--- src/rtl/rx_capture_sched.sv ---
// ---------------------------------------------------------------------------
// rx_capture_sched
// Sequences one capture frame into the shared PL-side BRAM port, then raises
// the PS mailbox flag and waits for the PS to clear it before restarting the
// upstream sample counter.
//
// state   | meaning
// --------+-----------------------------------------------------------
// IDLE    | port quiet, waiting for en
// CAPTURE | each valid sample is written to BUF_BASE + index
// FLAG_WR | flag word (1) held on FLAG_ADDR for HOLD_CYCLES cycles
// POLL    | reading FLAG_ADDR; dout trusted after RD_LAT cycles
// ACK     | PS cleared the flag; rst_count pulse, frame counted
//
// Ports
//   clk, rst          system clock, synchronous active-high reset
//   en                frame request, sampled only in IDLE
//   sample_valid/data sample stream, no backpressure
//   dout              BRAM read data, bit 0 is the handshake flag
//   valid, din, addr  BRAM write enable / data / word address
//   rst_count         one-cycle pulse once the PS acknowledges
//   busy              high outside IDLE
//   frame_cnt         completed frames (wrapping)
//   overrun_cnt       samples dropped after capture (saturating)
// ---------------------------------------------------------------------------
module rx_capture_sched #(
    parameter int N_SAMPLES   = 1024,
    parameter int BUF_BASE    = 0,
    parameter int FLAG_ADDR   = 2047,
    parameter int HOLD_CYCLES = 3,
    parameter int RD_LAT      = 2
) (
    input  logic        clk,
    input  logic        rst,
    input  logic        en,
    input  logic        sample_valid,
    input  logic [31:0] sample_data,
    input  logic [31:0] dout,
    output logic        valid,
    output logic [31:0] din,
    output logic [31:0] addr,
    output logic        rst_count,
    output logic        busy,
    output logic [15:0] frame_cnt,
    output logic [15:0] overrun_cnt
);

    typedef enum logic [2:0] {
        IDLE    = 3'd0,
        CAPTURE = 3'd1,
        FLAG_WR = 3'd2,
        POLL    = 3'd3,
        ACK     = 3'd4
    } state_t;

    localparam logic [31:0] LAST_IDX  = 32'(N_SAMPLES - 1);
    localparam logic [31:0] BASE_ADDR = 32'(BUF_BASE);
    localparam logic [31:0] FLAG_WORD = 32'(FLAG_ADDR);
    localparam logic [31:0] HOLD_LOAD = 32'(HOLD_CYCLES);
    // One extra count because the first POLL state cycle is still showing
    // the last flag write on the port (outputs are registered).
    localparam logic [31:0] POLL_LOAD = 32'(RD_LAT + 1);

    state_t      state;
    logic [31:0] idx;
    logic [31:0] hold_cnt;
    logic [31:0] poll_cnt;
    logic        dropped;
    logic        unused_dout;

    assign unused_dout = ^dout[31:1];

    // Samples arriving after the capture phase are lost; IDLE samples are not.
    assign dropped = sample_valid &&
                     ((state == FLAG_WR) || (state == POLL) || (state == ACK));

    always_ff @(posedge clk) begin
        if (rst) begin
            state       <= IDLE;
            idx         <= '0;
            hold_cnt    <= '0;
            poll_cnt    <= '0;
            valid       <= 1'b0;
            din         <= '0;
            addr        <= '0;
            rst_count   <= 1'b0;
            busy        <= 1'b0;
            frame_cnt   <= '0;
            overrun_cnt <= '0;
        end else begin
            rst_count <= 1'b0;
            if (dropped && (overrun_cnt != 16'hFFFF)) begin
                overrun_cnt <= overrun_cnt + 16'd1;
            end

            case (state)
                IDLE: begin
                    valid <= 1'b0;
                    addr  <= '0;
                    din   <= '0;
                    if (en) begin
                        state <= CAPTURE;
                        busy  <= 1'b1;
                        idx   <= '0;
                    end
                end

                CAPTURE: begin
                    valid <= sample_valid;
                    if (sample_valid) begin
                        addr <= BASE_ADDR + idx;
                        din  <= sample_data;
                        idx  <= idx + 32'd1;
                        if (idx == LAST_IDX) begin
                            state    <= FLAG_WR;
                            hold_cnt <= HOLD_LOAD;
                        end
                    end
                end

                FLAG_WR: begin
                    valid <= 1'b1;
                    addr  <= FLAG_WORD;
                    din   <= 32'h1;
                    if (hold_cnt == 32'd1) begin
                        state    <= POLL;
                        poll_cnt <= POLL_LOAD;
                    end else begin
                        hold_cnt <= hold_cnt - 32'd1;
                    end
                end

                POLL: begin
                    valid <= 1'b0;
                    addr  <= FLAG_WORD;
                    din   <= '0;
                    if (poll_cnt != 32'd0) begin
                        poll_cnt <= poll_cnt - 32'd1;
                    end else if (!dout[0]) begin
                        state     <= ACK;
                        rst_count <= 1'b1;
                    end
                end

                ACK: begin
                    valid     <= 1'b0;
                    addr      <= '0;
                    din       <= '0;
                    busy      <= 1'b0;
                    frame_cnt <= frame_cnt + 16'd1;
                    state     <= IDLE;
                end

                default: begin
                    state <= IDLE;
                    valid <= 1'b0;
                    busy  <= 1'b0;
                end
            endcase
        end
    end

endmodule

--- config.mk ---
export PLATFORM = sky130hd
export DESIGN_NAME = rx_capture_sched
export DESIGN_NICKNAME = d
export VERILOG_FILES = /design/src/rtl/rx_capture_sched.sv
export SDC_FILE = /design/constraint.sdc
export NUM_CORES = 1
export LEC_CHECK = 0
export CORE_UTILIZATION = 45
export DETAILED_ROUTE_END_ITERATION = 8
export PLACE_DENSITY_LB_ADDON = 0.3
export SYNTH_ARGS = -nofsm -noshare
export SYNTH_HDL_FRONTEND = slang
export SYNTH_SLANG_ARGS = --single-unit
--- constraint.sdc ---
create_clock -name clk -period 5.75 [get_ports clk]
set_input_delay 1.4375 -clock clk [delete_from_list [all_inputs] [get_ports clk]]
set_output_delay 1.4375 -clock clk [all_outputs]
set_load 0.005 [all_outputs]
==> summary.md <==
| Metric | Value |
|---|---|
| DIE HEIGHT | 140 um |
| Fill count | 1,652 |
| Max-slew violations | 0 |
| Hold-fix buffers, CTS | 0 |
| Tcrit/Tclk final | 0.682 |
| Main combinational cell family by area after synthesis | simple AND/OR/NAND/NOR gates |
| Post-Route Utilization | 0.580 |
| FF+latch count, synth | 198 |
| Post-Syn Nets | around 1.1k |
| Mapped Avg Cell Area | roughly 8.6 um2 |
| Min-delay worst type | register to register |
| Hold Fails Final Rpt | 0 |
| TritonCTS clock tree | built |
| Max cap viols | 0 |
| GP Congestion | 0.845 |
| # DRC | 0 |
| Initial antenna violation count | 1 |
| WP data arrival | ~4200 ps |
| Placed cell area | 10000 um2 |
| Top post-synthesis cells by area | dfxtp_1, nor2_1, xnor2_1, a22oi_1, xor2_1 |
| H-tree depth | 4 |
| Synth Area in Compound Gates | 0.115 |
| Met2 Usage GRT | 0.326 |
| Number of enable flip-flop cells after synthesis | 0 |
| Met3 Track Usage GR | 0.0664 |
| Die W | 140 um |
| Post-synth ARST share | 0 |
| Clock share of power | 0.442 |
| Adder-cell area share of the yosys netlist | 0.00881 |
| Sw frac | 0.240 |
| Crit path max fanout | 18 |
| Final wirelength | 20,100 um |
| Final instance area | between 10,000 and 15,000 um2 |
| Worst setup path class | input pin to register |
| Die area | 19,500 um2 |
| Worst setup SP type | input pin |
| Clock transition at path regs | around 70 ps |
| Router iterations before antenna repair | 5 |
| Total GRT Usage | 0.209 |
| Synth Flop Type | dfxtp_1 |
| Leak pwr | 3.61 nW |
| IO Count | 167 |
| Synth-to-Final Area Change | 24.4% |
| VDD IR max | roughly 0.21 mV |
| Int Power | 0.00204 W |
| DR vias | 7,386 |
| R2R cell count | 6 |
| Buffers on Ports | around 140 |
| Synth Area in XOR/XNOR | 0.0967 |
| Clk_skew | 14.8 ps |
| Status | completed |
| Number of CTS-inserted buffers | 17 |
| Mapped Area | between 8000 and 9000 um2 |
| Layout cells sized above 1 | 0.0468 |
| Starting DRT DRC Count | 452 |
| Worst rel slew slack | 0.238 |
| Clock sink total | between 150 and 200 |
| Setup TNS | 0 ps |
| Leading area contributor after synthesis | dfxtp_1 |
| Register area share after synthesis | 0.465 |
| Dpl hpwl | 13,400 um |
| ANT nets after route | 0 |
| RSZ-0062 raised after global routing | no |
| Reg power frac | 0.515 |
| Clk buf depth | 2 |
| Synth unique cells | 55 |
| Final Setup Violations | 0 |
| Critical path required time | 6070 ps |
| Worst-Margin Slew | 1130 ps |
| Post-CTS Resized | 0 |
| Clk_lat worst skew | between 400 and 500 ps |
| Layout Nets | 1,173 |
| Pin count of the biggest net entering global routing | between 60 and 70 |
| First-pass GRT wire length | 33,200 um |
| PwrDens | between 200 and 300 nW/um2 |
| Vias in the first global route | 6,800 |
| Initial core utilization | 0.466 |
| Minimum clock period | 3920 ps |
| Root Driver | clkbuf_16 |
| Switching power | around 0.00064 W |
| Max Fclk | 255 MHz |
| Met1 Resource Use GR | 0.277 |
| Combinational Power Share | 0.043 |
| Synth Instances | 994 |
| Hold Path Stages | 2 |
| Vias/cell | 5.50 |
| Simple-gate portion of the synthesized area | 0.272 |
| Global route overflow | 0 |
| Mux cell area share after synthesis | 0.00837 |
| Post-CTS setup repair buffer count | 0 |
| CP Capture Type | register |
| Row Count | 49 |
| Busiest layer in global routing | met2 |
| Post-DR wirelength/cell | 15.0 um |
| Yosys top cell area share | 0.465 |
| Synth warn | 0 |
| Core outline area | 18,300 um2 |
## final cells by class
cell class	count	area, um2	area share
Multi-Input combinational cell	721	4280	0.404
Tap cell	229	287	0.0270
Clock buffer	18	429	0.0405
Timing Repair Buffer	141	1390	0.132
Inverter	20	75.1	0.00709
Clock inverter	14	161	0.0152
Sequential cell	198	3960	0.374
Antenna cell	1	2.50	0.000236
## metrics by stage
stage / power (W) / std cells / setup WS, ps / hold slack [ps]
2_1_floorplan: 0.00147 / 994 / 2730 / 457
3_3_place_gp: 0.00153 / 1309 / 1370 / 469
3_5_place_dp: 0.00153 / 1309 / 1350 / 474
4_1_cts: 0.00271 / 1341 / 1820 / 487
5_1_grt: 0.00279 / 1342 / 1670 / 510
6_report: 0.00269 / 1342 / 1830 / 483
## kinds of logic (layout without fill, tap and decap cells)
logic type	count (synthesis)	count (layout)
xor gates and xnor gates	94	94
adders and majority gates	6	6
other	0	1
buffers and inverters	75	193
AOI/OAI and AO/OA	146	146
muxes	7	7
DFF	198	198
and+or+nand+nor	468	468
## flip-flops by register name, summed over array words and instances (netlist names)
register,count
overrun_cnt,16
hold_cnt,32
idx,32
frame_cnt,16
busy,1
din,32
valid,1
state,3
poll_cnt,32
rst_count,1
addr,32
## critical path, cell delays in order
cell and delay (ps):
clkdlybuf4s50_1 620, nand4bb_1 520, or4_1 830, nand2_1 410, buf_4 330, nor2_1 80
## per-layer routing
metal / vias up / share of wire / routed length [um]
li1: 3729 / - / -
met3: 14 / 0.064 / 1290
met5: - / 0 / 0
met1: 3471 / 0.48 / 9670
met2: 172 / 0.45 / 9000
met4: 0 / 0.0084 / 170
## synthesized netlist by cell type, types with 3 or more instances
master / count
o211ai_1: 3
and2_1: 3
buf_2: 7
nor4_1: 36
nor3_1: 32
mux2i_1: 6
o2111ai_1: 3
ha_1: 6
nor4b_1: 4
clkbuf_1: 44
and3_1: 8
nand3_1: 42
nand2_1: 60
a211oi_1: 10
or4_1: 8
a31oi_1: 14
nor2_1: 191
and4_1: 6
a41oi_1: 3
a21oi_1: 29
xnor2_1: 50
or3_1: 28
o21ai_0: 19
nand4b_1: 3
buf_1: 4
dfxtp_1: 198
xor2_1: 44
a22oi_1: 53
nand4_1: 27
inv_1: 20
## placed cells by master (no fill, tap or decap), drive strengths merged, types with 7 or more instances in the layout
| cell type | synthesis | routed |
|---|---|---|
| a211oi | 10 | 10 |
| a21oi | 29 | 29 |
| a22oi | 53 | 53 |
| a31oi | 14 | 14 |
| and3 | 8 | 8 |
| buf | 11 | 7 |
| clkbuf | 44 | 18 |
| clkdlybuf4s50 | 0 | 134 |
| dfxtp | 198 | 198 |
| inv | 20 | 26 |
| nand2 | 61 | 61 |
| nand3 | 42 | 42 |
| nand4 | 27 | 27 |
| nor2 | 191 | 191 |
| nor3 | 33 | 33 |
| nor4 | 39 | 39 |
| o21ai | 19 | 19 |
| or3 | 28 | 28 |
| or4 | 9 | 9 |
| xnor2 | 50 | 50 |
| xor2 | 44 | 44 |
## power groups by stage
stage	Sequential, W	Clock (W)	Combinational [W]
detailed placement	0.00142	0	0.000116
global route	0.00138	0.00128	0.000126
global placement	0.00142	0	0.000115
finish	0.00138	0.00119	0.000115
CTS	0.00138	0.00121	0.000116
floorplan	0.00141	0	0.0000606
## path summary, 6_finish.rpt
| path | startpoint | slack, ps | to |
|---|---|---|---|
| worst min-delay path | addr[1] | 480 | addr[1] |
| worst max-delay path | sample_valid | 1830 | hold_cnt[26] |
| worst min register to register | addr[1] | 480 | addr[1] |
| worst max register to register | hold_cnt[17] | 2480 | poll_cnt[17] |
Power figures use the tool's default switching activity.
